**src/rtl/prio_encoder_rr_pkg.sv**
```systemverilog
// rtl/prio_encoder_rr_pkg.sv - shared modes and width helper for prio_encoder_rr
package prio_encoder_rr_pkg;

  localparam logic MODE_FIXED = 1'b0;
  localparam logic MODE_RR    = 1'b1;

  // Index width for an n-wide request vector; never narrower than one bit.
  function automatic int idx_width(input int n);
    return (n <= 2) ? 1 : $clog2(n);
  endfunction

endpackage

```
**src/rtl/prio_encoder_rr_pick.sv**
```systemverilog
// rtl/prio_encoder_rr_pick.sv - combinational highest-set / wrapped lowest-from-base search
//
// Ports:
//   vector  N-bit request vector
//   base    search start index for the wrapped search
//   dir     MODE_FIXED: highest set bit; MODE_RR: lowest set bit at index >= base,
//           else lowest set bit overall
//   idx     picked index (0 when nothing is set)
//   onehot  one-hot of idx (all zero when nothing is set)
//   found   at least one bit of vector is set
module prio_pick
  import prio_encoder_rr_pkg::*;
#(
  parameter int N = 8,
  parameter int W = idx_width(N)
) (
  input  logic [N-1:0] vector,
  input  logic [W-1:0] base,
  input  logic         dir,
  output logic [W-1:0] idx,
  output logic [N-1:0] onehot,
  output logic         found
);

  logic [W-1:0] low_idx;
  logic [W-1:0] hit_idx;
  logic [W-1:0] high_idx;
  logic         hit;

  always_comb begin
    low_idx  = '0;
    hit_idx  = '0;
    high_idx = '0;
    hit      = 1'b0;
    // Scanning downward leaves the lowest match in place; scanning upward the highest.
    for (int i = N - 1; i >= 0; i--) begin
      if (vector[i]) begin
        low_idx = W'(i);
        if (i >= int'(base)) begin
          hit     = 1'b1;
          hit_idx = W'(i);
        end
      end
    end
    for (int i = 0; i < N; i++) begin
      if (vector[i]) high_idx = W'(i);
    end
  end

  always_comb begin
    found  = |vector;
    idx    = '0;
    onehot = '0;
    if (found) begin
      if (dir == MODE_FIXED) idx = high_idx;
      else                   idx = hit ? hit_idx : low_idx;
      onehot = N'(1) << idx;
    end
  end

endmodule

```
**src/rtl/prio_encoder_rr.sv**
```systemverilog
// rtl/prio_encoder_rr.sv - registered fixed/round-robin priority encoder with valid/ready output
//
// Ports:
//   clk, rst     clock, synchronous active-high reset
//   en           capture enable
//   mode         0 fixed priority (highest index), 1 round-robin
//   req          N-bit request vector
//   out_ready    consumer accepts the output register
//   out_valid    output register holds a grant
//   out_idx      granted index
//   out_onehot   one-hot of out_idx, zero when out_valid is 0
//   any_req      combinational en & |req
module prio_encoder_rr
  import prio_encoder_rr_pkg::*;
#(
  parameter int N = 8,
  parameter int W = idx_width(N)
) (
  input  logic         clk,
  input  logic         rst,
  input  logic         en,
  input  logic         mode,
  input  logic [N-1:0] req,
  input  logic         out_ready,
  output logic         out_valid,
  output logic [W-1:0] out_idx,
  output logic [N-1:0] out_onehot,
  output logic         any_req
);

  localparam logic [W-1:0] LAST = W'(N - 1);

  logic [W-1:0] ptr;
  logic [W-1:0] pick_idx;
  logic [N-1:0] pick_onehot;
  logic         pick_found;
  logic         handshake;
  logic         load;

  assign handshake = out_valid & out_ready;
  assign load      = en & (~out_valid | out_ready);
  assign any_req   = en & (|req);

  prio_pick #(.N(N), .W(W)) u_pick (
    .vector (req),
    .base   (ptr),
    .dir    (mode),
    .idx    (pick_idx),
    .onehot (pick_onehot),
    .found  (pick_found)
  );

  always_ff @(posedge clk) begin
    if (rst) begin
      out_valid  <= 1'b0;
      out_idx    <= '0;
      out_onehot <= '0;
      ptr        <= '0;
    end else begin
      // ptr follows the departing grant; a same-cycle load still searched from the old ptr.
      if (handshake) ptr <= (out_idx == LAST) ? '0 : out_idx + 1'b1;
      if (load) begin
        out_valid  <= pick_found;
        out_idx    <= pick_idx;
        out_onehot <= pick_onehot;
      end else if (handshake) begin
        out_valid  <= 1'b0;
        out_idx    <= '0;
        out_onehot <= '0;
      end
    end
  end

endmodule

```
**config.mk**
```make
export PLATFORM = sky130hd
export DESIGN_NAME = prio_encoder_rr
export DESIGN_NICKNAME = d
export VERILOG_FILES = /design/src/rtl/prio_encoder_rr_pkg.sv /design/src/rtl/prio_encoder_rr_pick.sv /design/src/rtl/prio_encoder_rr.sv
export SDC_FILE = /design/constraint.sdc
export NUM_CORES = 1
export LEC_CHECK = 0
export CORE_UTILIZATION = 30
export DETAILED_ROUTE_END_ITERATION = 8
export PLACE_DENSITY_LB_ADDON = 0.2
export SYNTH_ARGS = -nofsm -noshare
export SYNTH_HDL_FRONTEND = slang
export SYNTH_SLANG_ARGS = --single-unit
```
**constraint.sdc**
```tcl
create_clock -name clk -period 1.9 [get_ports clk]
set_input_delay 0.57 -clock clk [delete_from_list [all_inputs] [get_ports clk]]
set_output_delay 0.57 -clock clk [all_outputs]
set_load 0.02 [all_outputs]
```
==> flow_summary.json, run 1 <==
{
  "outcome": "complete, but fails checks",
  "violations": "negative setup slack",
  "grt_pass1_wl_um": 5133,
  "die_h_um": 61.23,
  "power.density_nw_per_um2": 471.6,
  "place_worst_setup_slack_ns": -0.9219,
  "holdWs_ns": 0.4881,
  "clk_pin_slew_ns": 0.10,
  "use_met3": 0.03782,
  "grt-busiest-layer": "met2",
  "cap_violations": 0,
  "fmax_mhz": 505.9,
  "synth_cell_types": 48,
  "finalNetCount": 209,
  "syn_inst": 132,
  "fin_setup_tns_ns": -0.07670,
  "period_needed_ns": 1.977,
  "hold_depth": 2,
  "hold_class": "reg2reg",
  "grt_pass1_vias": 1145,
  "vdd.ir_drop.worst_mv": 0.3455,
  "n_antenna_cell": 0,
  "initial_core_util": 0.3153,
  "antenna_found_initial": 0,
  "cts_buffers": 3,
  "timing.final.crit_share": 1.040,
  "cp-start-kind": "primary input",
  "avgSynthCellArea_um2": 7.972,
  "ys.flop_type": "dfxtp_1",
  "drtIter0Drc": 52,
  "overflow": 0,
  "hpwl_um": 2343,
  "ctsLongestPathBuffers": 2,
  "vias_per_cell": 5.084,
  "synthTopCellsByCount": "dfxtp_1, a21oi_1, nand2_1",
  "htreeDepth": 1,
  "clock_latency_ns": 0.29,
  "async_flop_share": 0,
  "ys_seq_area_frac": 0.2854,
  "drc_errors": 0,
  "grt.total_usage": 0.1855,
  "path_class": "in2out",
  "cts-root-buf": "clkbuf_4",
  "global_route.usage.met2": 0.2935,
  "gp_congestion": 0.8479,
  "yosysWarnings": 0,
  "crit_arrival_ns": 1.41,
  "p_leak_nw": 0.7385,
  "die_w_um": 61.23,
  "finalMaxSlewViolations": 0,
  "tightest_slew_ns": 0.4165,
  "grt_max_degree": 16,
  "routed_wl_um": 3254,
  "finalSetupViolCount": 1,
  "first_pass_iters": 4,
  "use_met1": 0.2506,
  "ios": 26,
  "synthToLayoutAreaGrowth_pct": 66.23,
  "slew_headroom": 0.7200,
  "synth-edff-count": 0,
  "rsz0062_at_grt": "true",
  "yosys-top-cells-area": "dfxtp_1, a21oi_1, nand2_1, nor2_1, a41o_1",
  "setup_ws_ns": -0.07670,
  "crit_required_ns": 1.33,
  "ff2ff_path_depth": 7,
  "num_vias": 1215,
  "rows": 21,
  "design.die.area_um2": 3749,
  "crit_path_end_kind": "output pin",
  "synth_top_area_share": 0.2854,
  "synth_seq_cells": 15,
  "ant_nets": 0,
  "clock_sinks": 15,
  "finalClockSkew_ns": 0.01186,
  "cts_hold_buffers": 0,
  "io_buffers": 25,
  "syn-num-nets": 147,
  "wl_per_cell_um": 13.62,
  "drive_above_1_share": 0.4249,
  "finalPower_mw": 0.8249,
  "core_area_um2": 3337,
  "yosysTopAreaCell": "dfxtp_1",
  "syn_area_um2": 1052,
  "cts_tree": "built",
  "path_max_fanout": 2,
  "synth_most_common_cell": "dfxtp_1",
  "hold_violations": 0
}
-- timing repair --
item	in CTS	in global routing
gates cloned	0	0
pin swaps	11	15
setup buffers	9	3
endpoints found under the setup margin	13	13
gates resized for setup	52	25
-- cells in the final DEF, fill, tap and decap left out, drive strengths merged --
| master | instances |
|---|---|
| a211oi | 2 |
| or2 | 2 |
| dlymetal6s2s | 2 |
| and2 | 3 |
| or4 | 1 |
| o21a | 1 |
| a221o | 1 |
| o31ai | 3 |
| a2bb2oi | 1 |
| clkinv | 1 |
| clkdlybuf4s50 | 11 |
| a41o | 4 |
| a32oi | 1 |
| nand4b | 1 |
| o211ai | 1 |
| nor2b | 4 |
| a41oi | 1 |
| a22oi | 2 |
| nand3b | 5 |
| dfxtp | 15 |
| o311ai | 2 |
| a31o | 1 |
| and4 | 1 |
| nor2 | 12 |
| a221oi | 1 |
| nand2 | 15 |
| dlygate4sd2 | 3 |
| a21boi | 1 |
| nor3 | 2 |
| inv | 6 |
| nor4 | 1 |
| nand3 | 3 |
| nand4 | 1 |
| buf | 43 |
| o22ai | 1 |
| o21ai | 9 |
| a21oi | 17 |
| ha | 2 |
| nand2b | 3 |
| clkbuf | 7 |
-- flip-flops by register name (all words and copies together) (netlist names) --
signal,count
ptr,3
out_idx,3
out_valid,1
out_onehot,8
-- power breakdown --
part / total, mW / internal (mW) / switching, mW
combinational: 0.296 / 0.150 / 0.146
clock: 0.187 / 0.0782 / 0.108
sequential: 0.343 / 0.328 / 0.0147
-- metal layers --
metal | part of all wire | routed length, um
met3 | 0.039 | 128
met2 | 0.47 | 1521
met1 | 0.48 | 1553
met5 | 0 | 0
met4 | 0.016 | 51
-- stage by stage --
step	cell area [um2]	instances	util
finish	1749	239	0.5242
detailed placement	1519	223	0.4552
floorplan	1052	132	-
global route	1749	239	0.5242
global placement	1519	223	0.4552
CTS	1674	236	0.5017
-- cell families (layout without fill, tap and decap cells) --
| group | Yosys count | after routing | synth area share |
|---|---|---|---|
| fa+ha+maj | 2 | 2 | 0.02378 |
| simple gates | 54 | 54 | 0.2830 |
| buf+inv | 12 | 73 | 0.05589 |
| compound gates | 49 | 49 | 0.3520 |
| flops | 15 | 15 | 0.2854 |
-- final timing paths --
path,slack (ns),startpoint,end
setup / recovery,-0.08,req[6],any_req
hold reg to reg,0.49,out_onehot[0],out_onehot[0]
setup reg to reg,0.11,ptr[2],out_onehot[4]
hold / removal,0.49,out_onehot[0],out_onehot[0]
-- worst max-delay path, stage by stage --
cell and delay [ns]:
buf_8 0.10, nor4_4 0.29, a31o_1 0.25, inv_2 0.07, buf_6 0.13
-- cell type report --
cell class                      instances  area [um2]
Clock buffer                            3       22.52
Clock inverter                          1       5.005
Fill cell                             346        1588
Inverter                                6       25.02
Multi-Input combinational cell        105       793.3
Sequential cell                        15       302.8
Tap cell                               46       57.56
Timing Repair Buffer                   63       543.0
Note: power is estimated with default switching activity, not from simulation.
==> run 2, diff against run 1 <==
Settings changed: CAP_MARGIN set to 10.
==> results of run 2 <==
The final DEF is identical to that of run 1; final timing and power are the same.
